### config.mk
export PLATFORM = sky130hd
export DESIGN_NAME = trace_record_buffer_flat
export DESIGN_NICKNAME = d
export VERILOG_FILES = /design/src/rtl/trace_record_buffer_if.sv /design/src/rtl/trace_record_buffer.sv /design/src/flat_wrapper.sv
export SDC_FILE = /design/constraint.sdc
export NUM_CORES = 1
export LEC_CHECK = 0
export BUFFER_PORTS_ARGS = -buffer_cell sky130_fd_sc_hd__clkbuf_2
export CORE_MARGIN = 4
export CORE_UTILIZATION = 40
export DETAILED_ROUTE_END_ITERATION = 16
export PLACE_DENSITY = 0.53
export SLEW_MARGIN = 40
export SYNTH_ARGS = -nofsm -noshare
export SYNTH_HDL_FRONTEND = slang
export SYNTH_SLANG_ARGS = --single-unit
### constraint.sdc
create_clock -name clk -period 8.2 [get_ports clk]
set_input_delay 1.23 -clock clk [delete_from_list [all_inputs] [get_ports clk]]
set_output_delay 1.23 -clock clk [all_outputs]
set_load 0.01 [all_outputs]
### src/rtl/trace_record_buffer_if.sv
`default_nettype none
// ---------------------------------------------------------------------------
// trace_record_buffer_if : producer/consumer/status bundle of trace_record_buffer
// Revision: 1.0
// ---------------------------------------------------------------------------
interface trace_record_buffer_if #(
   parameter int DEPTH       = 16,
   parameter int SEQ_WIDTH   = 16,
   parameter int DROP_WIDTH  = 16,
   parameter int TRACE_WIDTH = 32
);
   localparam int OCC_WIDTH = $clog2(DEPTH) + 1;

   logic                   trace_data_ready;
   logic [TRACE_WIDTH-1:0] trace_data_i;
   logic                   out_valid;
   logic                   out_ready;
   logic [TRACE_WIDTH-1:0] out_data;
   logic [SEQ_WIDTH-1:0]   out_seq;
   logic [OCC_WIDTH-1:0]   occupancy;
   logic                   almost_full;
   logic                   overflow;
   logic [DROP_WIDTH-1:0]  drop_count;
   logic                   clear_overflow;

   // Buffer side.
   modport slave (
      input  trace_data_ready, trace_data_i, out_ready, clear_overflow,
      output out_valid, out_data, out_seq, occupancy, almost_full, overflow, drop_count
   );

   // Trace unit / consumer side.
   modport master (
      output trace_data_ready, trace_data_i, out_ready, clear_overflow,
      input  out_valid, out_data, out_seq, occupancy, almost_full, overflow, drop_count
   );
endinterface
`default_nettype wire

### src/rtl/trace_record_buffer.sv
`default_nettype none
// ---------------------------------------------------------------------------
// trace_record_buffer : FWFT elastic buffer tagging trace records with sequence numbers
// Revision: 1.0
// ---------------------------------------------------------------------------
module trace_record_buffer #(
   parameter int DEPTH       = 16,
   parameter int AF_LEVEL    = 12,
   parameter int SEQ_WIDTH   = 16,
   parameter int DROP_WIDTH  = 16,
   parameter int TRACE_WIDTH = 32
) (
   input  wire logic               clk,
   input  wire logic               rst,
   trace_record_buffer_if.slave    bus
);
   localparam int PTR_WIDTH = $clog2(DEPTH);
   localparam int OCC_WIDTH = PTR_WIDTH + 1;
   localparam int REC_WIDTH = TRACE_WIDTH + SEQ_WIDTH;

   localparam logic [OCC_WIDTH-1:0]  c_full     = OCC_WIDTH'(DEPTH);
   localparam logic [OCC_WIDTH-1:0]  c_af_level = OCC_WIDTH'(AF_LEVEL);
   localparam logic [DROP_WIDTH-1:0] c_drop_max = '1;
   localparam logic [DROP_WIDTH-1:0] c_drop_one = DROP_WIDTH'(1);

   logic [REC_WIDTH-1:0]  mem_q [DEPTH];

   logic [PTR_WIDTH-1:0]  wr_ptr_q, wr_ptr_d;
   logic [PTR_WIDTH-1:0]  rd_ptr_q, rd_ptr_d;
   logic [OCC_WIDTH-1:0]  occ_q, occ_d;
   logic [SEQ_WIDTH-1:0]  seq_q, seq_d;
   logic                  overflow_q, overflow_d;
   logic [DROP_WIDTH-1:0] drop_q, drop_d;

   logic                  w_empty;
   logic                  w_offer;
   logic                  w_pop;
   logic                  w_accept;
   logic                  w_drop;
   logic [REC_WIDTH-1:0]  w_head;

   always_comb begin
      w_empty  = (occ_q == '0);
      w_offer  = bus.trace_data_ready;
      // A pop in the same cycle frees the head slot, so a full buffer still accepts.
      w_pop    = !w_empty && bus.out_ready;
      w_accept = w_offer && ((occ_q < c_full) || w_pop);
      w_drop   = w_offer && !w_accept;

      wr_ptr_d = w_accept ? wr_ptr_q + 1'b1 : wr_ptr_q;
      rd_ptr_d = w_pop    ? rd_ptr_q + 1'b1 : rd_ptr_q;
      seq_d    = w_offer  ? seq_q + 1'b1    : seq_q;

      occ_d = occ_q;
      case ({w_accept, w_pop})
         2'b10:   occ_d = occ_q + 1'b1;
         2'b01:   occ_d = occ_q - 1'b1;
         default: occ_d = occ_q;
      endcase

      // A drop in the clear cycle is the first drop of the new epoch.
      overflow_d = overflow_q;
      drop_d     = drop_q;
      if (w_drop) begin
         overflow_d = 1'b1;
         if (bus.clear_overflow) begin
            drop_d = c_drop_one;
         end else if (drop_q != c_drop_max) begin
            drop_d = drop_q + 1'b1;
         end
      end else if (bus.clear_overflow) begin
         overflow_d = 1'b0;
         drop_d     = '0;
      end
   end

   always_ff @(posedge clk or posedge rst) begin
      if (rst) begin
         wr_ptr_q   <= '0;
         rd_ptr_q   <= '0;
         occ_q      <= '0;
         seq_q      <= '0;
         overflow_q <= 1'b0;
         drop_q     <= '0;
      end else begin
         wr_ptr_q   <= wr_ptr_d;
         rd_ptr_q   <= rd_ptr_d;
         occ_q      <= occ_d;
         seq_q      <= seq_d;
         overflow_q <= overflow_d;
         drop_q     <= drop_d;
      end
   end

   // Record storage carries no reset so it can map onto plain RAM.
   always_ff @(posedge clk) begin
      if (w_accept) begin
         mem_q[wr_ptr_q] <= {bus.trace_data_i, seq_q};
      end
   end

   assign w_head = mem_q[rd_ptr_q];

   assign bus.out_valid   = !w_empty;
   assign bus.out_data    = w_empty ? '0 : w_head[REC_WIDTH-1:SEQ_WIDTH];
   assign bus.out_seq     = w_empty ? '0 : w_head[SEQ_WIDTH-1:0];
   assign bus.occupancy   = occ_q;
   assign bus.almost_full = (occ_q >= c_af_level);
   assign bus.overflow    = overflow_q;
   assign bus.drop_count  = drop_q;

endmodule
`default_nettype wire
### src/flat_wrapper.sv
// flat-port wrapper written by rule: the top's interface ports become plain ports
module trace_record_buffer_flat 
#(
   parameter int DEPTH       = 16,
   parameter int AF_LEVEL    = 12,
   parameter int SEQ_WIDTH   = 16,
   parameter int DROP_WIDTH  = 16,
   parameter int TRACE_WIDTH = 32
)
  (clk, rst, bus_trace_data_ready, bus_trace_data_i, bus_out_ready, bus_clear_overflow, bus_out_valid, bus_out_data, bus_out_seq, bus_occupancy, bus_almost_full, bus_overflow, bus_drop_count);
  trace_record_buffer_if #(.DEPTH(DEPTH), .SEQ_WIDTH(SEQ_WIDTH), .DROP_WIDTH(DROP_WIDTH), .TRACE_WIDTH(TRACE_WIDTH)) bus_i ();
  input  wire logic clk;
  input  wire logic rst;
  input wire logic [$bits(bus_i.trace_data_ready)-1:0] bus_trace_data_ready;
  input wire logic [$bits(bus_i.trace_data_i)-1:0] bus_trace_data_i;
  input wire logic [$bits(bus_i.out_ready)-1:0] bus_out_ready;
  input wire logic [$bits(bus_i.clear_overflow)-1:0] bus_clear_overflow;
  output wire logic [$bits(bus_i.out_valid)-1:0] bus_out_valid;
  output wire logic [$bits(bus_i.out_data)-1:0] bus_out_data;
  output wire logic [$bits(bus_i.out_seq)-1:0] bus_out_seq;
  output wire logic [$bits(bus_i.occupancy)-1:0] bus_occupancy;
  output wire logic [$bits(bus_i.almost_full)-1:0] bus_almost_full;
  output wire logic [$bits(bus_i.overflow)-1:0] bus_overflow;
  output wire logic [$bits(bus_i.drop_count)-1:0] bus_drop_count;
  assign bus_i.trace_data_ready = bus_trace_data_ready;
  assign bus_i.trace_data_i = bus_trace_data_i;
  assign bus_i.out_ready = bus_out_ready;
  assign bus_i.clear_overflow = bus_clear_overflow;
  assign bus_out_valid = bus_i.out_valid;
  assign bus_out_data = bus_i.out_data;
  assign bus_out_seq = bus_i.out_seq;
  assign bus_occupancy = bus_i.occupancy;
  assign bus_almost_full = bus_i.almost_full;
  assign bus_overflow = bus_i.overflow;
  assign bus_drop_count = bus_i.drop_count;
  trace_record_buffer #(.DEPTH(DEPTH), .AF_LEVEL(AF_LEVEL), .SEQ_WIDTH(SEQ_WIDTH), .DROP_WIDTH(DROP_WIDTH), .TRACE_WIDTH(TRACE_WIDTH)) u_core (.clk(clk), .rst(rst), .bus(bus_i));
endmodule
[Yosys cells after proc, flatten, opt, wreduce, memory -nomap -nowiden]
Memories as Yosys holds them, arrays and structs flattened.
Index checks and enable logic that the tools add are counted.
Word-level totals
  output and inout bits: 72
  register bits after elaboration: 46
  input port bits: 37
  memory bits (writable): 768
  word-level logic and storage cells: 40
  memories: 1
Memories
  u_core.mem_q: depth 16, width 48, rd ports 1, clocked after Yosys merged registers in 0, write ports 1, RTL line trace_record_buffer.sv:26  | logic [REC_WIDTH-1:0] mem_q [DEPTH];
Operators by class
  $lt $le $gt $ge: 2
  eq/ne operators: 3
  add/subtract/negate cells: 6
  reductions and logical operators: 11
  muxes and demuxes: 11
Operators by type and width (count)
  two-way mux 16 bit: 5
  adder 16 x 1 -> 16 bit (second input constant): 2
  two-way mux 32 bit: 1
  inequality test 16 bit (second input constant): 1
  case mux 5 bit (2 select lines): 1
  adder 4 x 1 -> 4 bit (second input constant): 2
  nonzero test 2 bit: 3
  adder 5 x 1 -> 5 bit (second input constant): 1
  >= comparator 5 x 4 -> 1 bit (second input constant): 1
  zero test 5 bit: 1
  < comparator 5 bit (second input constant): 1
  subtractor 5 x 1 -> 5 bit (second input constant): 1
  two-way mux 1 bit: 4
  logical AND 1 bit: 3
  == test 2 x 1 -> 1 bit (second input constant): 1
  == test 2 bit (second input constant): 1
  zero test 1 bit: 2
  AND reduction 2 bit: 1
  logical OR 1 bit: 1

[Logic depth before layout (Yosys ltp)]
  word-level depth: 9
  gate-level depth with buffers: 12
  mapped depth without buffers: 10

[Worst setup path after synthesis]
No wires, ideal clock.
  kind: input to register
  start point: in bus_trace_data_ready
  end point: mem u_core.mem_q[0][0] (netlist name) (enable)
  path buffers: 2
  arrival: 6418 ps
  cell stages on the path: 5
  library setup time: 573 ps
  setup slack: 1209 ps
  data required time: 7627 ps
  cells stage by stage: buf_4 -> and2_1 -> clkbuf_1 -> inv_1 -> nor4_1
On the way
  longest elaborated chain between the ends: 3
Ends and longest elaborated chain
  from (decl): RTL line flat_wrapper.sv:14  | input wire logic [$bits(bus_i.trace_data_ready)-1:0] bus_trace_data_ready;
  logical AND 1 bit: RTL line trace_record_buffer.sv:47  | w_accept = w_offer && ((occ_q < c_full) || w_pop);
  two-way mux 1 bit: RTL line trace_record_buffer.sv:97  | if (w_accept) begin
  two-way mux 1 bit (not written as such): RTL line trace_record_buffer.sv:98  | mem_q[wr_ptr_q] <= {bus.trace_data_i, seq_q};
  to (decl): RTL line trace_record_buffer.sv:26
No other way between the ends.

[Worst setup path in the final report]
  start point: reg u_core.rd_ptr_q[0]
  end point: out bus_out_data[25]
On the way
  longest elaborated chain between the ends: 2
Ends and longest elaborated chain
  from (decl): RTL line trace_record_buffer.sv:29  | logic [PTR_WIDTH-1:0] rd_ptr_q, rd_ptr_d;
  from (signal assigned): RTL line trace_record_buffer.sv:87  | rd_ptr_q <= rd_ptr_d;
  memory (16 x 48 bit)
  two-way mux 32 bit: RTL line trace_record_buffer.sv:105  | assign bus.out_data = w_empty ? '0 : w_head[REC_WIDTH-1:SEQ_WIDTH];
  to (decl): RTL line flat_wrapper.sv:19  | output wire logic [$bits(bus_i.out_data)-1:0] bus_out_data;
No other way between the ends.

==> impl_results.md <==
- Areal power density over the cells: 345.4 nW/um^2
- Count of antenna-violating nets left after detailed routing: 0
- Top flip-flop cell by instance count after synthesis: edfxtp_1
- Actual transition at the worst max-transition pin: 806.6 ps
- Sort of element at the start of the critical path: flip-flop
- Most frequent standard cell in the layout excluding fill and tap cells: edfxtp_1
- End of the critical path: bus_out_data[25]
- Critical setup path kind: reg2out
- Cts hold-fix bufs: 0
- Number of DRC markers after the initial detailed-route iteration: 1206
- Number of cell rows: ~100
- Rel. slew slack: a little under half
- Placed wire-length estimate after detailed placement: 35580 um
- Non-Filler Cell Area, Final: about 36000 sq um
- Synth Cell Area: 31630 sq um
- Clock Skew: between 15 and 20 ps
- Number of top-level design ports: about 110
- Area of the die: around 84000 sq um
- TritonCTS clock tree: built
- Signal arrival time at the worst endpoint: ~3500 ps
- Endpoint required time on the critical path: ~7000 ps
- Worst hold margin: roughly 530 ps
- Cell area reported after detailed placement: between 30000 and 40000 sq um
- Overall die height: 289.2 um
- MaxCap Viol Count: 0
- Wire length of the first global-routing pass: between 100000 and 150000 um
- Number of buffers on the longest clock path: 3
- Outcome: completed
- Worst supply voltage drop on vdd: 228.0 uV
- Share of cells above drive strength 1: between 30% and 40%
- Number of I/O port buffers: roughly 110
- Clock sink count: between 800 and 900
- Syn Area/Cell: around 22 sq um
- Setup TNS: 0 ps
- Wirelength, routed: 70520 um
- Area inside the core boundary: just under 80000 sq um
- Sw Ratio: between 20% and 30%
- Number of instances in the synthesized netlist: around 1400
- Share of synthesized registers carrying an async set or reset: ~5.7%
- FF-to-FF Start: u_core.bus.occupancy[4]
- Fin nets: about 1600
- Setup bufs post-CTS: 0
- Starting density of the core: roughly two fifths
- Vias in the first global route: approximately 16000
- Total vias in the final route: 14706
- Min cycle time layout: approximately 4700 ps
- Antenna cells: 0
- GR Util All Layers: between 10% and 20%
- Origin of the worst setup path: u_core.rd_ptr_q[0]
- Post-Syn Nets: about 1500
- Clock transition at the register clock pins on the worst setup and hold paths after CTS: approximately 60 ps
- # resized after CTS: 0
- Crit Path Max Fanout: 24
- Part of the power in registers: 41.9%
- Signed area change from the synthesized netlist to the final layout: 14.82%
- Top library cells by usage in the layout, fill and taps aside: edfxtp_1, mux4_2, clkbuf_2
- Global placement routability congestion: between 0.7 and 0.8
- Post-synth EDFFs: between 700 and 800
- DRC: 0
- Period Utilization, post-route: 57.86%
- Flop2flop setup slack: a little over 5000 ps
- Switch Pwr: 3691 uW
- Share of the yosys chip area belonging to registers: 76.54%
- DRT Pass-1 Iters: 5
- Unrepaired setup endpoints after global routing: false
- Number of different library cells in the post-synthesis netlist: 46
- Synth Warn #: 0
- Largest net degree at the start of global routing: 112
- Leakage power: between 0.01 and 0.015 uW
- Skew-Pair Late Insertion Delay: roughly 630 ps
- Slew Limit Fails: 0
- Detail-routed net length per standard cell: between 20 and 30 um
- Flip-flop and latch count after synthesis: between 800 and 900
- Layout filler cell count: around 6500
- Clock share of power: 30.1%
- Internal power component: 8855 uW
- H-Tree Level Count: 3
- Capture point of the worst reg-to-reg path: u_core.mem_q[10][32]
- Global route overflow: 0
- Die boundary width: 289.2 um
- Reg2Reg Depth: 6
- Root buffer cell: clkbuf_16
- Endpoint class of the critical path: output port
- Hold Fails Final Rpt: 0
- Relative contribution of combinational cells to total power: ~28%
- Clock buffer count from CTS: a little under 90
- Top achievable clock speed: approximately 0.21 GHz
- Vias per cell: between 5 and 6
- Initial antenna violation count: 0
- Hold WC Path Type: reg2reg
- Final number of setup-violating endpoints: 0
## kinds of logic after synthesis
group	share of synthesized area [%]
AOI/OAI and AO/OA	2.274
xor gates and xnor gates	0.7199
adders and majority gates	0.4351
buffers and inverters	1.456
DFF	76.54
muxes	15.58
and+or+nand+nor	2.986
## flip-flops by register name, indices dropped and copies added (netlist names)
register	cells
u_core.wr_ptr_q	4
u_core.bus.overflow	1
u_core.mem_q	768
u_core.rd_ptr_q	4
u_core.bus.drop_count	16
u_core.bus.occupancy	5
u_core.seq_q	16
## worst max-delay path, stage by stage (launching register included)
cell	delay, ps
dfrtp_4	540
buf_12	230
buf_12	220
buf_4	490
mux4_2	570
mux2_2	280
a221o_1	350
clkbuf_2	150
## power by group through the flow
stage / logic [uW] / clock network, uW / registers (uW)
after floorplan: 2490 / 0 / 5220
after global routing: 3810 / 4060 / 5300
final: 3520 / 3770 / 5260
after detailed placement: 3630 / 0 / 5340
after CTS: 3640 / 3880 / 5260
after global placement: 3510 / 0 / 5380
## layer usage
metal / wire (um) / up-vias / part of all wire (%) / track usage, %
met1: 31240 / 7947 / 44 / 24.20
met4: 1312 / 0 / 1.9 / 4.672
li1: - / 6356 / - / -
met2: 34790 / 322 / 49 / 28.21
met3: 3177 / 81 / 4.5 / 2.746
met5: 0 / - / 0 / 0
## area by class of cell
cell class,instances,area [sq um],area share (%)
repair buffers,143,928.4,2.556
inverters,14,52.55,0.1447
flip-flops and latches,814,24220,66.69
clock buffers,120,2395,6.593
multi-input cells,529,7052,19.41
clock inverters,40,369.1,1.016
well taps,1040,1301,3.583
## metrics by stage
| stage | total power [uW] | setup WS [ps] | utilization (%) | cells |
|---|---|---|---|---|
| after floorplan | 7714 | 1209 | - | 1435 |
| after global placement | 8887 | 3567 | 42.86 | 2535 |
| after detailed placement | 8974 | 4009 | 43.03 | 2540 |
| after CTS | 12780 | 3328 | 46.58 | 2700 |
| after global routing | 13170 | 3247 | 46.58 | 2700 |
| final | 12550 | 3456 | 46.58 | 2700 |
## cell usage after synthesis, drive strengths merged (2+ instances only)
cell type  number  area, sq um
a31oi           2        12.51
nor3            6        30.03
nor2b          51        319.1
nand2b          4        25.02
clkbuf         38        142.6
o21a            2        15.01
or3             6        42.54
dfrtp          46         1151
nand2          17        63.81
nor4            6        37.54
a221o          48        480.5
o21ai           6        30.03
a21oi          11        55.05
nand3          13        65.06
ha             11        137.6
mux2           52        585.6
nand4           9        56.30
or2             3        21.27
o211ai          3        27.52
o31ai           9        67.56
and2            9        56.30
xnor2          17        148.9
inv            14        52.55
or4             8        60.06
nand3b          2        18.77
xor2            9        78.83
mux4          192         4324
edfxtp        768        23060
and4            3        26.28
and3b           3        26.28
buf            40        265.3
mux2i           2        20.02
nor3b           2        15.01
and3            4        25.02
nor2           15        56.30
## worst min-delay path by stage
stage | end | start | cells past startpoint
finish | u_core.bus.overflow | u_core.bus.overflow | 2
detailed placement | u_core.bus.overflow | u_core.bus.overflow | 2
CTS | u_core.bus.overflow | u_core.bus.overflow | 2
floorplan | u_core.rd_ptr_q[2] | u_core.rd_ptr_q[2] | 1
global placement | u_core.bus.overflow | u_core.bus.overflow | 2
global route | u_core.bus.overflow | u_core.bus.overflow | 2
Power figures use the tool's default switching activity.
